[config.mk]
export PLATFORM = sky130hd
export DESIGN_NAME = regfile_wb_arbiter
export DESIGN_NICKNAME = d
export VERILOG_FILES = /design/src/rtl/regfile_wb_arbiter.sv
export SDC_FILE = /design/constraint.sdc
export NUM_CORES = 1
export LEC_CHECK = 0
export CORE_ASPECT_RATIO = 0.5
export CORE_UTILIZATION = 30
export DETAILED_ROUTE_END_ITERATION = 16
export GPL_TIMING_DRIVEN = 1
export PLACE_DENSITY_LB_ADDON = 0.2
export SYNTH_ARGS = -nofsm -noshare
export SYNTH_HDL_FRONTEND = slang
export SYNTH_SLANG_ARGS = --single-unit
[constraint.sdc]
create_clock -name clk -period 2.9 [get_ports clk]
set_input_delay 0.29 -clock clk [delete_from_list [all_inputs] [get_ports clk]]
set_output_delay 0.29 -clock clk [all_outputs]
set_load 0.02 [all_outputs]
[src/rtl/regfile_wb_arbiter.sv]
// Round-robin arbiter sharing the register-file write port between N_REQ
// writeback sources. One accepted write per cycle, presented to the register
// file one cycle after the handshake. x0 writes are accepted and dropped.
module regfile_wb_arbiter #(
  parameter int unsigned N_REQ = 3,
  parameter int unsigned AW    = 5,
  parameter int unsigned DW    = 32
) (
  input  logic                  clk,
  input  logic                  reset_n,
  input  logic                  hold,
  input  logic [N_REQ-1:0]      req_valid,
  input  logic [N_REQ*AW-1:0]   req_waddr,
  input  logic [N_REQ*DW-1:0]   req_wdata,
  output logic [N_REQ-1:0]      req_ready,
  output logic                  rf_we,
  output logic [AW-1:0]         rf_waddr,
  output logic [DW-1:0]         rf_wdata,
  output logic                  fwd_valid,
  output logic [2:0]            grant_id
);

  localparam int unsigned PW = (N_REQ > 1) ? $clog2(N_REQ) : 1;

  logic [PW-1:0] r_rr_ptr;
  logic          r_we;
  logic [AW-1:0] r_waddr;
  logic [DW-1:0] r_wdata;
  logic [2:0]    r_grant_id;

  logic          w_gnt_vld;
  logic [PW-1:0] w_gnt_idx;
  logic [PW-1:0] w_cand;
  logic [AW-1:0] w_sel_addr;
  logic [DW-1:0] w_sel_data;
  logic [PW-1:0] w_ptr_next;

  // Find the first valid requester at or after the round-robin pointer.
  always_comb begin : arb_search
    w_gnt_vld = 1'b0;
    w_gnt_idx = '0;
    w_cand    = '0;
    for (int unsigned k = 0; k < N_REQ; k++) begin
      w_cand = PW'((32'(r_rr_ptr) + k) % N_REQ);
      if (!w_gnt_vld && req_valid[w_cand]) begin
        w_gnt_vld = 1'b1;
        w_gnt_idx = w_cand;
      end
    end
    if (hold || !reset_n) begin
      w_gnt_vld = 1'b0;
      w_gnt_idx = '0;
    end
  end

  // One-hot ready to the granted requester only.
  always_comb begin : ready_decode
    req_ready = '0;
    if (w_gnt_vld) begin
      req_ready[w_gnt_idx] = 1'b1;
    end
  end

  // Select the granted requester's address and data.
  always_comb begin : payload_mux
    w_sel_addr = '0;
    w_sel_data = '0;
    for (int unsigned k = 0; k < N_REQ; k++) begin
      if (w_gnt_idx == PW'(k)) begin
        w_sel_addr = req_waddr[k*AW +: AW];
        w_sel_data = req_wdata[k*DW +: DW];
      end
    end
  end

  // Pointer moves just past the winner, wrapping at N_REQ.
  always_comb begin : ptr_next
    w_ptr_next = (w_gnt_idx == PW'(N_REQ - 1)) ? '0 : w_gnt_idx + PW'(1);
  end

  // Output register and pointer; x0 writes complete the handshake but never assert we.
  always_ff @(posedge clk or negedge reset_n) begin : out_reg
    if (!reset_n) begin
      r_rr_ptr   <= '0;
      r_we       <= 1'b0;
      r_waddr    <= '0;
      r_wdata    <= '0;
      r_grant_id <= '0;
    end else if (w_gnt_vld) begin
      r_rr_ptr   <= w_ptr_next;
      r_we       <= (w_sel_addr != '0);
      r_waddr    <= w_sel_addr;
      r_wdata    <= w_sel_data;
      r_grant_id <= 3'(w_gnt_idx);
    end else begin
      r_we       <= 1'b0;
    end
  end

  assign rf_we     = r_we;
  assign rf_waddr  = r_waddr;
  assign rf_wdata  = r_wdata;
  assign fwd_valid = r_we;
  assign grant_id  = r_grant_id;

endmodule

==> impl_results.md, run 1 <==
- Setup violations, final: 0
- Sequential power share: 0.290
- Worst Setup End Kind: output port
- Die H: 66.2 um
- Clock buffer depth: 2
- Area of the multi-input gates: 1330 sq um
- I/O Pins: 162
- Worst Tran Pin Value: 687 ps
- RSZ-0062 raised after global routing: no
- Yosys reg bits: 42
- Largest net degree at the start of global routing: 80
- Starting Density: 0.323
- Arrival time of the worst setup path: 2480 ps
- Mux cell area share after synthesis: 0.134
- Register Area: 1050 sq um
- Clock share of power: 0.157
- Routability cong.: 0.782
- Ys async rst share: 1.00
- XOR/XNOR share of the synthesized area: 0
- Die area: 8630 sq um
- Synth Area in Compound Gates: 0.223
- Cell area after layout: 4360 sq um
- Worst-path clk slew: 60 ps
- Net switching power: 1.39 mW
- Post-layout util: 0.569
- Crit path max fanout: 9
- First-pass GRT wire length: 11.5 mm
- Minimum clock period: 2770 ps
- Root Buffer: clkbuf_16
- DRC viols: 0
- # rows: 22
- Max cap viols: 0
- Setup TNS: 0 ps
- Top FF cell, synth: dfrtp_1
- Num CTS Buffers: 5
- Worst VDD drop: 0.383 mV
- Die width: 130 um
- P_leak: 1.99 nW
- Period utilization: 0.956
- Worst Hold Class: in -> async
- Post-DP Area: 4200 sq um
- PD cells: 817 nW/um^2
- Routed vias: 2,550
- Starting DRC count in detailed routing: 104
- Worst endpoint required time: 2610 ps
- CTS tree: yes
- Hold_buf cts: 0
- Simple-gate portion of the synthesized area: 0.144
- Rel. slew slack: 0.542
- Count of pins over their slew limit: 0
- Pre-CTS WS: -120 ps
- Startpoint Class: register
- Routed wire length: 7.61 mm
- H-tree depth: 2
- Total gr overflow: 0
- Design internal power: 2.17 mW
- YS warnings: 0
- Detail Route Antenna Nets: 0
- Port-buffer cells: 160
- Mapped Avg Cell Area: 8.80 sq um
- Sw frac: 0.390
- Wire per inst: 14.0 um
- WHS: 127 ps
- Initial antenna violation count: 0
- WS Path Type: reg -> out
- Post-synthesis sequential area ratio: 0.425
- All-Layer GR Usage: 0.175
- Largest family of logic cells by synthesized area: compound AO/OA/AOI/OAI gates
- Setup ws final: 126 ps
- Post-synth EDFFs: 0
- Nets: 554
- Number of fill cells: 699
- Clock sink count: 42
- Mapped cell area: 2470 sq um
- Vias in the first global route: 2,408
- Skew-Pair Late Insertion Delay: 280 ps
- F_max: 0.361 GHz
- Fin. Hold Viols: 0
- DRT Pass-1 Iters: 4
- Ant. Diodes: 0
- Hpwl dp: 5.86 mm
- Worst Clk Skew: 5.14 ps
- Syn_nets: 400
- Cells after Synth: 281
- Synthesis-to-finish area growth: 76.3%
- Combinational share of power: 0.553
- Synth cell types: 37
- Adder-Cell Fraction of Synth Area: 0.0187
- Share of layout cells above drive strength 1: 0.0619
- Via/cell ratio: 4.69
- Outcome: finished, final reports clean
- Floorplan Core Area: 7650 sq um
==> registers in the layout, summed over array words and instances, names as in the netlist <==
signal     flops
fwd_valid      1
grant_id       2
r_rr_ptr       2
rf_waddr       5
rf_wdata      32
==> cell families after synthesis <==
family / count (synthesis)
simple gates: 87
mux: 33
other cells: 1
buf+inv: 27
fa+ha+maj: 4
flops: 42
compound gates: 87
==> cell usage in the layout (no fill, tap or decap), types with 2 or more instances in the layout <==
cell | synthesis | final
dfrtp_1 | 42 | 42
nor2_1 | 40 | 40
o21ai_1 | 10 | 11
a211oi_1 | 10 | 10
buf_6 | 0 | 2
mux2i_1 | 33 | 33
clkdlybuf4s50_1 | 0 | 157
nand2b_1 | 3 | 3
buf_4 | 6 | 8
and2_1 | 2 | 2
nand2_1 | 35 | 35
clkbuf_16 | 0 | 5
o21ai_0 | 20 | 19
inv_2 | 2 | 2
a21o_1 | 12 | 12
dlygate4sd2_1 | 0 | 2
o2111ai_4 | 0 | 2
inv_1 | 2 | 2
o221ai_1 | 2 | 2
a21oi_1 | 23 | 23
nor2b_1 | 2 | 2
==> synthesized netlist by cell type, types with 2 or more instances <==
master / instances / share of area
a21o_1: 12 / 0.036
o221ai_1: 2 / 0.0071
dfrtp_1: 42 / 0.43
buf_2: 9 / 0.018
nand2b_1: 3 / 0.0076
buf_4: 6 / 0.018
clkbuf_1: 8 / 0.012
o21ai_0: 20 / 0.040
inv_2: 2 / 0.0030
nor2_1: 40 / 0.061
mux2i_1: 33 / 0.13
nand2_1: 35 / 0.053
and2_1: 2 / 0.0051
a21oi_1: 23 / 0.047
o21ai_1: 10 / 0.020
a211oi_1: 10 / 0.030
ha_1: 2 / 0.010
nor2b_1: 2 / 0.0051
inv_1: 2 / 0.0030
==> power groups by stage <==
stage | Combinational (mW) | Clock (mW) | Sequential [mW]
global placement | 1.92 | 0 | 1.03
CTS | 1.99 | 0.574 | 1.04
detailed placement | 1.98 | 0 | 1.04
finish | 1.97 | 0.557 | 1.03
floorplan | 0.679 | 0 | 1.38
global route | 2.12 | 0.594 | 1.07
==> critical path, cell delays in order (launching register included) <==
cell and delay, ps:
dfrtp_1 400, inv_1 70, ha_2 320, maj3_2 350, o2111ai_4 200, inv_2 80, or2_1 250, nor2_1 160
dlygate4sd2_1 360
==> per-stage QoR <==
step,power [mW],std cells
after detailed placement,3.03,536
final,3.56,544
after CTS,3.60,544
after global routing,3.79,544
after global placement,2.95,536
after floorplan,2.06,281
==> per-layer routing <==
layer	track usage	up-vias	wire [um]
li1	-	1283	-
met1	0.189	1185	3030
met2	0.352	78	4110
met3	0.0380	4	424
met4	0.0359	0	42
met5	0	-	0
==> repair_timing <==
action                     in CTS  in global routing
setup endpoints to repair       3                 24
pin swaps                       0                  0
gates resized for setup         4                  2
buffers inserted                0                  0
==> cell type report <==
type / count / area share
Tap cell: 108 / 0.0310
Timing Repair Buffer: 170 / 0.385
Clock buffer: 7 / 0.0327
Multi-Input combinational cell: 212 / 0.306
Inverter: 4 / 0.00345
Clock inverter: 1 / 0.00115
Sequential cell: 42 / 0.241
==> path summary, 6_finish.rpt <==
path                                          from                       end  slack (ps)  cells after the start
setup / recovery           r_rr_ptr[0]$_DFFE_PN0P_              req_ready[0]         130                      8
hold / removal                             reset_n   rf_wdata[1]$_DFFE_PN0P_         130                      2
setup reg to reg           r_rr_ptr[0]$_DFFE_PN0P_  rf_wdata[27]$_DFFE_PN0P_         150                     10
hold reg to reg            rf_wdata[3]$_DFFE_PN0P_   rf_wdata[3]$_DFFE_PN0P_         470                      1
max in group asynchronous                  reset_n  rf_wdata[22]$_DFFE_PN0P_        2390                      2
min in group clk           rf_wdata[3]$_DFFE_PN0P_   rf_wdata[3]$_DFFE_PN0P_         470                      1
Power figures use the tool's default switching activity.
==> inputs of run 2 (changes only) <==
- HOLD_SLACK_MARGIN: default -> 0.12
- SKIP_LAST_GASP: default -> 1
==> results of run 2 <==
Same layout as run 1: the final DEF is identical, and so are final timing and power.
Among the figures that moved: number of gates resized after CTS 4 -> 3
